`config.mk`:
```
export PLATFORM = sky130hd
export DESIGN_NAME = config_mode_controller
export DESIGN_NICKNAME = d
export VERILOG_FILES = /design/src/rtl/config_mode_controller.sv
export SDC_FILE = /design/constraint.sdc
export NUM_CORES = 1
export LEC_CHECK = 0
export BUFFER_PORTS_ARGS = -buffer_cell sky130_fd_sc_hd__buf_2
export CAP_MARGIN = 20
export CORE_MARGIN = 1.5
export CORE_UTILIZATION = 55
export DETAILED_ROUTE_END_ITERATION = 10
export PLACE_DENSITY = 0.81
export SYNTH_ARGS = -nofsm -noshare
export SYNTH_HDL_FRONTEND = slang
export SYNTH_SLANG_ARGS = --single-unit
```
`constraint.sdc`:
```
create_clock -name clock -period 6 [get_ports clock]
set_clock_uncertainty 0.05 [all_clocks]
set_input_delay 0 -clock clock [delete_from_list [all_inputs] [get_ports clock]]
set_output_delay 0 -clock clock [all_outputs]
set_load 0.05 [all_outputs]
```
`src/rtl/config_mode_controller.sv`:
```
// Configuration-mode controller: edits BCD fields of a selected function and requests a write.
// Latency: every command or button pulse takes effect on the next rising clock edge.
// Backpressure: wr_req stays high and the edit fields stay frozen until wr_ack or cfg_cancel.
module config_mode_controller (
  input  logic       clock,
  input  logic       reset,
  input  logic [1:0] cfg_sel,
  input  logic       cfg_enter,
  input  logic       cfg_exit,
  input  logic       cfg_cancel,
  input  logic       up,
  input  logic       down,
  input  logic       left,
  input  logic       right,
  input  logic [7:0] live_f2,
  input  logic [7:0] live_f1,
  input  logic [7:0] live_f0,
  input  logic       wr_ack,
  output logic [7:0] edit_f2,
  output logic [7:0] edit_f1,
  output logic [7:0] edit_f0,
  output logic [1:0] funcion,
  output logic [1:0] cursor_location,
  output logic       wr_req,
  output logic [1:0] wr_sel
);

  typedef enum logic [1:0] {IDLE = 2'd0, EDIT = 2'd1, WRITE = 2'd2} state_t;

  state_t     state_q;
  logic [1:0] funcion_q;
  logic [1:0] cursor_q;
  logic [1:0] wr_sel_q;
  logic       wr_req_q;
  logic [7:0] f2_q, f1_q, f0_q;

  logic [7:0] cur_val;
  logic [7:0] step_val;
  logic [1:0] cursor_d;

  // Lower bound of a field: fecha day and month start at 01, everything else at 00.
  function automatic logic [7:0] fld_min(input logic [1:0] fn, input logic [1:0] idx);
    if (fn == 2'd2 && idx != 2'd0) return 8'h01;
    return 8'h00;
  endfunction

  // Upper bound of a field in BCD.
  function automatic logic [7:0] fld_max(input logic [1:0] fn, input logic [1:0] idx);
    if (fn == 2'd2) begin
      if (idx == 2'd2) return 8'h31;
      if (idx == 2'd1) return 8'h12;
      return 8'h99;
    end
    if (idx == 2'd2) return 8'h23;
    return 8'h59;
  endfunction

  // A live value is taken as-is only when both nibbles are decimal digits and it lies in range.
  // For valid BCD the byte ordering equals the decimal ordering, so plain compares suffice.
  function automatic logic [7:0] clamp_load(input logic [1:0] fn, input logic [1:0] idx,
                                            input logic [7:0] v);
    logic [7:0] lo;
    logic [7:0] hi;
    lo = fld_min(fn, idx);
    hi = fld_max(fn, idx);
    if (v[7:4] > 4'd9 || v[3:0] > 4'd9) return lo;
    if (v < lo || v > hi) return lo;
    return v;
  endfunction

  // BCD increment with wrap from the field maximum to its minimum.
  function automatic logic [7:0] bcd_inc(input logic [7:0] v, input logic [7:0] lo,
                                         input logic [7:0] hi);
    if (v == hi) return lo;
    if (v[3:0] == 4'd9) return {v[7:4] + 4'd1, 4'd0};
    return {v[7:4], v[3:0] + 4'd1};
  endfunction

  // BCD decrement with wrap from the field minimum to its maximum.
  function automatic logic [7:0] bcd_dec(input logic [7:0] v, input logic [7:0] lo,
                                         input logic [7:0] hi);
    if (v == lo) return hi;
    if (v[3:0] == 4'd0) return {v[7:4] - 4'd1, 4'd9};
    return {v[7:4], v[3:0] - 4'd1};
  endfunction

  // Value step and cursor move requested by this cycle's buttons (opposing pulses cancel).
  always_comb begin
    cur_val  = f0_q;
    step_val = f0_q;
    cursor_d = cursor_q;
    case (cursor_q)
      2'd2:    cur_val = f2_q;
      2'd1:    cur_val = f1_q;
      default: cur_val = f0_q;
    endcase
    step_val = cur_val;
    if (up && !down) begin
      step_val = bcd_inc(cur_val, fld_min(funcion_q, cursor_q), fld_max(funcion_q, cursor_q));
    end else if (down && !up) begin
      step_val = bcd_dec(cur_val, fld_min(funcion_q, cursor_q), fld_max(funcion_q, cursor_q));
    end
    if (left && !right) begin
      cursor_d = (cursor_q == 2'd2) ? 2'd0 : cursor_q + 2'd1;
    end else if (right && !left) begin
      cursor_d = (cursor_q == 2'd0) ? 2'd2 : cursor_q - 2'd1;
    end
  end

  // Mode FSM with all outputs registered; cancel outranks exit, exit outranks buttons.
  always_ff @(posedge clock or negedge reset) begin
    if (!reset) begin
      state_q   <= IDLE;
      funcion_q <= 2'd0;
      cursor_q  <= 2'd2;
      wr_req_q  <= 1'b0;
      wr_sel_q  <= 2'd0;
      f2_q      <= 8'h00;
      f1_q      <= 8'h00;
      f0_q      <= 8'h00;
    end else begin
      case (state_q)
        IDLE: begin
          if (cfg_enter && cfg_sel != 2'd0) begin
            state_q   <= EDIT;
            funcion_q <= cfg_sel;
            cursor_q  <= 2'd2;
            f2_q      <= clamp_load(cfg_sel, 2'd2, live_f2);
            f1_q      <= clamp_load(cfg_sel, 2'd1, live_f1);
            f0_q      <= clamp_load(cfg_sel, 2'd0, live_f0);
          end
        end
        EDIT: begin
          if (cfg_cancel) begin
            state_q   <= IDLE;
            funcion_q <= 2'd0;
          end else if (cfg_exit) begin
            state_q  <= WRITE;
            wr_req_q <= 1'b1;
            wr_sel_q <= funcion_q;
          end else begin
            // The value step lands on the field under the old cursor, then the cursor moves.
            case (cursor_q)
              2'd2:    f2_q <= step_val;
              2'd1:    f1_q <= step_val;
              default: f0_q <= step_val;
            endcase
            cursor_q <= cursor_d;
          end
        end
        WRITE: begin
          if (cfg_cancel || wr_ack) begin
            state_q   <= IDLE;
            funcion_q <= 2'd0;
            wr_req_q  <= 1'b0;
            wr_sel_q  <= 2'd0;
          end
        end
        default: begin
          state_q   <= IDLE;
          funcion_q <= 2'd0;
          wr_req_q  <= 1'b0;
          wr_sel_q  <= 2'd0;
        end
      endcase
    end
  end

  assign edit_f2         = f2_q;
  assign edit_f1         = f1_q;
  assign edit_f0         = f0_q;
  assign funcion         = funcion_q;
  assign cursor_location = cursor_q;
  assign wr_req          = wr_req_q;
  assign wr_sel          = wr_sel_q;

endmodule
```
# == After elaboration in Yosys (flattened, before gate mapping) ==
# Index checks and enable logic that the tools add are counted.
# word_totals
ff_bits,33
inputBits,36
# op_classes
n_reduce_logical,31
n_lt_le_gt_ge,12
n_mux,172
eq_ne,20
bitwise,1
addsub,6
# ops
op,n
8-bit two-way mux,76
1-bit two-way mux,71
8-bit case mux with 2 select lines,4
2-bit two-way mux,15
4-bit > comparator (second input constant),6
8-bit > comparator,3
5-bit AND reduction,4
2-bit inequality test (second input constant),9
2-bit case mux with 3 select lines,3
8-bit == test,2
8-bit < comparator,2
4-bit by 1-bit adder with 4-bit output (second input constant),2
2-bit == test (second input constant),4
8-bit by 1-bit < comparator with 1-bit output (second input constant),1
4-bit by 1-bit subtractor with 4-bit output (second input constant),2
1-bit logical OR,7
7-bit two-way mux,1
1-bit logical AND,6
3-bit inequality test (second input constant),2
3-bit AND reduction,2
2-bit nonzero test,3
2-bit by 1-bit == test with 1-bit output (second input constant),2
4-bit == test (second input constant),1
1-bit logical NOT,4
other kinds (9),10

# == Logic depth before layout (Yosys ltp) ==
# logic_depth
ltp_word,26
depth_mapped,12
ltp_nobuf,11

# == Worst setup path after synthesis ==
# OpenSTA, ideal clock, no wires.
# synth_path
path_type,register -> register
start,"register cursor_q[1], in the netlist cursor_location[1]"
end,"register f2_q[5], in the netlist edit_f2[5]"
t_arrival_ps,3014
n_path_buf,2
slack_ps,2795
required_ps,5809
stages_incl_launch_ff,13
period_less_slack_ps,3205
cell_sequence,dfstp_2 -> inv_1 -> ha_1 -> buf_4 -> buf_6 -> nor2_1 -> a21o_1 -> ha_1 -> and4b_1 -> and2_4 -> mux2_1 -> a32oi_1 -> a31oi_1
# synth_via
elab_chain_cells,22
word_cells_on_any_way,80
# synth_rtl
item,line,rtl
start: declaration,32,logic [1:0] cursor_q;
start signal: assignment,148,cursor_q <= cursor_d;
2-bit by 1-bit == test with 1-bit output,"51, 92",
1-bit two-way mux (2 in a row),51,if (idx == 2'd1) return 8'h12;
1-bit two-way mux,49,if (fn == 2'd2) begin
1-bit two-way mux,100,end else if (down && !up) begin
1-bit two-way mux,98,if (up && !down) begin
8-bit two-way mux,52,return 8'h99;
8-bit two-way mux,51,
8-bit two-way mux,49,
[5 not listed],-,
8-bit two-way mux,84,"return {v[7:4], v[3:0] - 4'd1};"
8-bit two-way mux,83,"if (v[3:0] == 4'd0) return {v[7:4] - 4'd1, 4'd9};"
8-bit two-way mux,100,
8-bit two-way mux,98,
8-bit two-way mux,143,case (cursor_q)
8-bit two-way mux,137,end else if (cfg_exit) begin
8-bit two-way mux,134,if (cfg_cancel) begin
8-bit case mux with 2 select lines,122,case (state_q)
end signal: assignment,128,"f2_q <= clamp_load(cfg_sel, 2'd2, live_f2);"
end signal: assignment,144,2'd2: f2_q <= step_val;
end: declaration,35,"logic [7:0] f2_q, f1_q, f0_q;"
# Several ways; a longest one is shown, not always the timed one. The select of a mux whose other input is x is not followed.
# A chain may end at the register's enable or synchronous reset.

# == Final worst setup path ==
# layout_path
start,"register cursor_q[1], in the netlist cursor_location[1]"
end,"register f0_q[5], in the netlist edit_f0[5]"
# layout_via
elab_chain_cells,22
word_cells_on_any_way,81
# layout_rtl
item,line,rtl
2-bit by 1-bit == test with 1-bit output,"51, 92, 143",
1-bit two-way mux (2 in a row),51,
1-bit two-way mux,49,
1-bit two-way mux,100,
1-bit two-way mux,98,
8-bit two-way mux,52,
8-bit two-way mux,51,
8-bit two-way mux,49,
[5 not listed],-,
8-bit two-way mux,84,
8-bit two-way mux,83,
8-bit two-way mux,100,
8-bit two-way mux,98,
8-bit two-way mux,143,
8-bit two-way mux,137,
8-bit two-way mux,134,
8-bit case mux with 2 select lines,122,
end signal: assignment,130,"f0_q <= clamp_load(cfg_sel, 2'd0, live_f0);"
end signal: assignment,146,default: f0_q <= step_val;
end: declaration,35,
# Several ways; a longest one is shown, not always the timed one. The select of a mux whose other input is x is not followed.

==> flow_summary_export.csv <==
group,metric,value,unit
synthesis,postSynth.asyncResetShare,100.0,%
floorplan,rows,26,
floorplan,die_h,76.35,µm
timing,slew-limit-headroom,44.52,%
clocking,cts_buffers,5,
detailed_routing,viasPerCell,6.269,
floorplan,die_w,76.35,µm
synthesis,synth.ff_latch_count,33,
clocking,cts_sinks,33,
clocking,cts-htree-levels,2,
finish,layout_commonest_cell,"buf_2",
synthesis,synth_warnings,0,
synthesis,synth_ff_type,"dfrtp_1",
floorplan,die_area,5829,µm²
outcome,status,"completed",
timing,tightestPinTransition,830.5,ps
timing,setup_tns,0,ps
clocking,path_clk_slew,70,ps
timing,fin_crit,3665,ps
place,port_buffers,66,
worst_setup_path,critPathArrivalTime,3750,ps
finish,fillCellCount,407,
timing,rsz0062_at_grt,"no",
detailed_routing,wl,8972,µm
finish,drive_gt1_share,25.29,%
worst_setup_path,rrSetupSlack,2340,ps
grt,grt_pass1_vias,3089,
finish,nNetsFinal,488,
clocking,clk_path_buf_depth,2,
detailed_routing,dr.pass1.iters,6,
worst_setup_path,cp_max_fo,9,
detailed_routing,num_vias,3166,
floorplan,pin_count,67,
timing,hold_viol_final,0,
grt,grt_pass1_wl,14730,µm
worst_setup_path,crit_path_end_kind,"register",
detailed_routing,drtIter0Drc,296,
detailed_routing,postRouteAntennaNets,0,
finish,areaGrowthSynthToFinish,22.03,%
synthesis,synthCells,354,
detailed_routing,route.detailed.drc,0,
place,dp_slack,1800,ps
clocking,cts_tree,"built",
grt,grt_max_degree,34,
min_path,hold_path.class,"in -> reg",
finish,num_antenna_cells,0,
worst_setup_path,crit_path_start_kind,"register",
grt,grt_use_total,31.64,%
clocking,clockRootBuffer,"clkbuf_8",
synthesis,syn_area,2959,µm²
place,gp_congestion,1.021,
job,drv_cap,0,
timing,finalCritPeriodShare,61.08,%
worst_setup_path,crit_type,"reg -> reg",
floorplan,core,5140,µm²
synthesis,syn_area_per_cell,8.359,µm²
timing,fmax,272.9,MHz
grt,antenna_found_initial,0,
worst_setup_path,required,6090,ps
timing,drv_slew,0,
grt,overflow,0,
synthesis,ys_types,73,
place,dp_hpwl,6641,µm
detailed_routing,post_drt_wl_per_cell,17.77,µm
synthesis,ys_seq_area_share,27.95,%
floorplan,start_util,57.57,%
clocking,post_cts_buffers,0,
synthesis,syn-num-nets,407,
timing,finalSetupViolations,0,
finish,final_cell_mix,"66 x buf_2, 40 x nand2_1, 37 x nor2_1",
timing,setup_slack,2335,ps
clocking,clk_latency,280,ps
synthesis,synth-edff-count,0,
## sequential cells by signal (all words and copies together) (netlist names)
name             cells
edit_f0              8
edit_f1              8
edit_f2              8
cursor_location      2
funcion              2
state_q              2
wr_sel               2
wr_req               1
## timing repair
action	4_1_cts	5_1_grt
endpoints found under the hold margin	49	0
resized for setup	0	0
setup endpoints to repair	0	0
hold buffers	19	0
## cell families after synthesis
group / synth area share [%]
AND/OR/NAND/NOR: 22.33
AO/OA/AOI/OAI: 32.94
buffers and inverters: 5.793
flip-flops: 27.95
adder cells (fa/ha/maj): 7.188
multiplexers: 2.325
XOR/XNOR: 1.480
## worst max-delay path, cell delays in order, from the launching register on
cell and delay [ps]:
dfstp_2 540, inv_1 80, ha_1 540, and2b_1 280, a21oi_2 390, ha_1 320
and3_1 270, nand3_1 100, mux2_1 320, a32oi_1 450, a31oi_1 160
## layout make-up
| type | instances | area (µm²) | area share (%) |
|---|---|---|---|
| multi-input combinational | 286 | 1961 | 54.30 |
| sequential | 33 | 827.0 | 22.90 |
| timing repair buffer | 90 | 578.1 | 16.01 |
| tap | 70 | 87.58 | 2.426 |
| clock buffer | 7 | 86.33 | 2.391 |
| inverter | 19 | 71.32 | 1.975 |
## path summary, 6_finish.rpt
kind                            cells past startpoint                           start                endpoint
worst min-delay path                                3                      live_f0[0]  edit_f0[0]$_DFFE_PN0P_
max in group asynchronous                           2                           reset  edit_f2[5]$_DFFE_PN0P_
worst max register to register                     10  cursor_location[1]$_DFFE_PN1P_  edit_f0[5]$_DFFE_PN0P_
min in group asynchronous                           2                           reset  edit_f1[1]$_DFFE_PN0P_
worst max-delay path                               10  cursor_location[1]$_DFFE_PN1P_  edit_f0[5]$_DFFE_PN0P_
worst min register to register                      1              wr_req$_DFFE_PN0P_      wr_req$_DFFE_PN0P_
## layer usage
layer	vias up	global-route usage, %	routed length [µm]
li1	1498	-	-
met1	1466	39.89	3645
met2	164	52.41	4302
met3	38	4.671	640
met4	0	16.48	383
met5	-	0	0
## cells in the mapped netlist, types with 5 or more instances
| library cell | instances | area (µm²) |
|---|---|---|
| nor4_1 | 6 | 37.54 |
| a22oi_1 | 5 | 37.54 |
| dfrtp_1 | 32 | 800.8 |
| a21oi_1 | 16 | 80.08 |
| nor2b_1 | 10 | 62.56 |
| nand2_1 | 40 | 150.1 |
| ha_1 | 17 | 212.7 |
| xnor2_1 | 5 | 43.79 |
| a31oi_1 | 21 | 131.4 |
| clkbuf_1 | 8 | 30.03 |
| o21ai_0 | 24 | 120.1 |
| inv_1 | 17 | 63.81 |
| nand3_1 | 12 | 60.06 |
| nand4_1 | 5 | 31.28 |
| nor2_1 | 37 | 138.9 |
## metrics by stage
stage,util [%],hold slack (ps),cell area (µm²),cells
after floorplan,-,-345.6,2959,354
after global placement,64.05,33.09,3292,476
after detailed placement,64.05,39.16,3292,476
after CTS,69.43,16.03,3568,502
after global routing,70.25,26.59,3611,505
final,70.25,18.55,3611,505
Power is not shown: default switching activity piles up to over one toggle a cycle in this logic, so the estimate is an artifact.
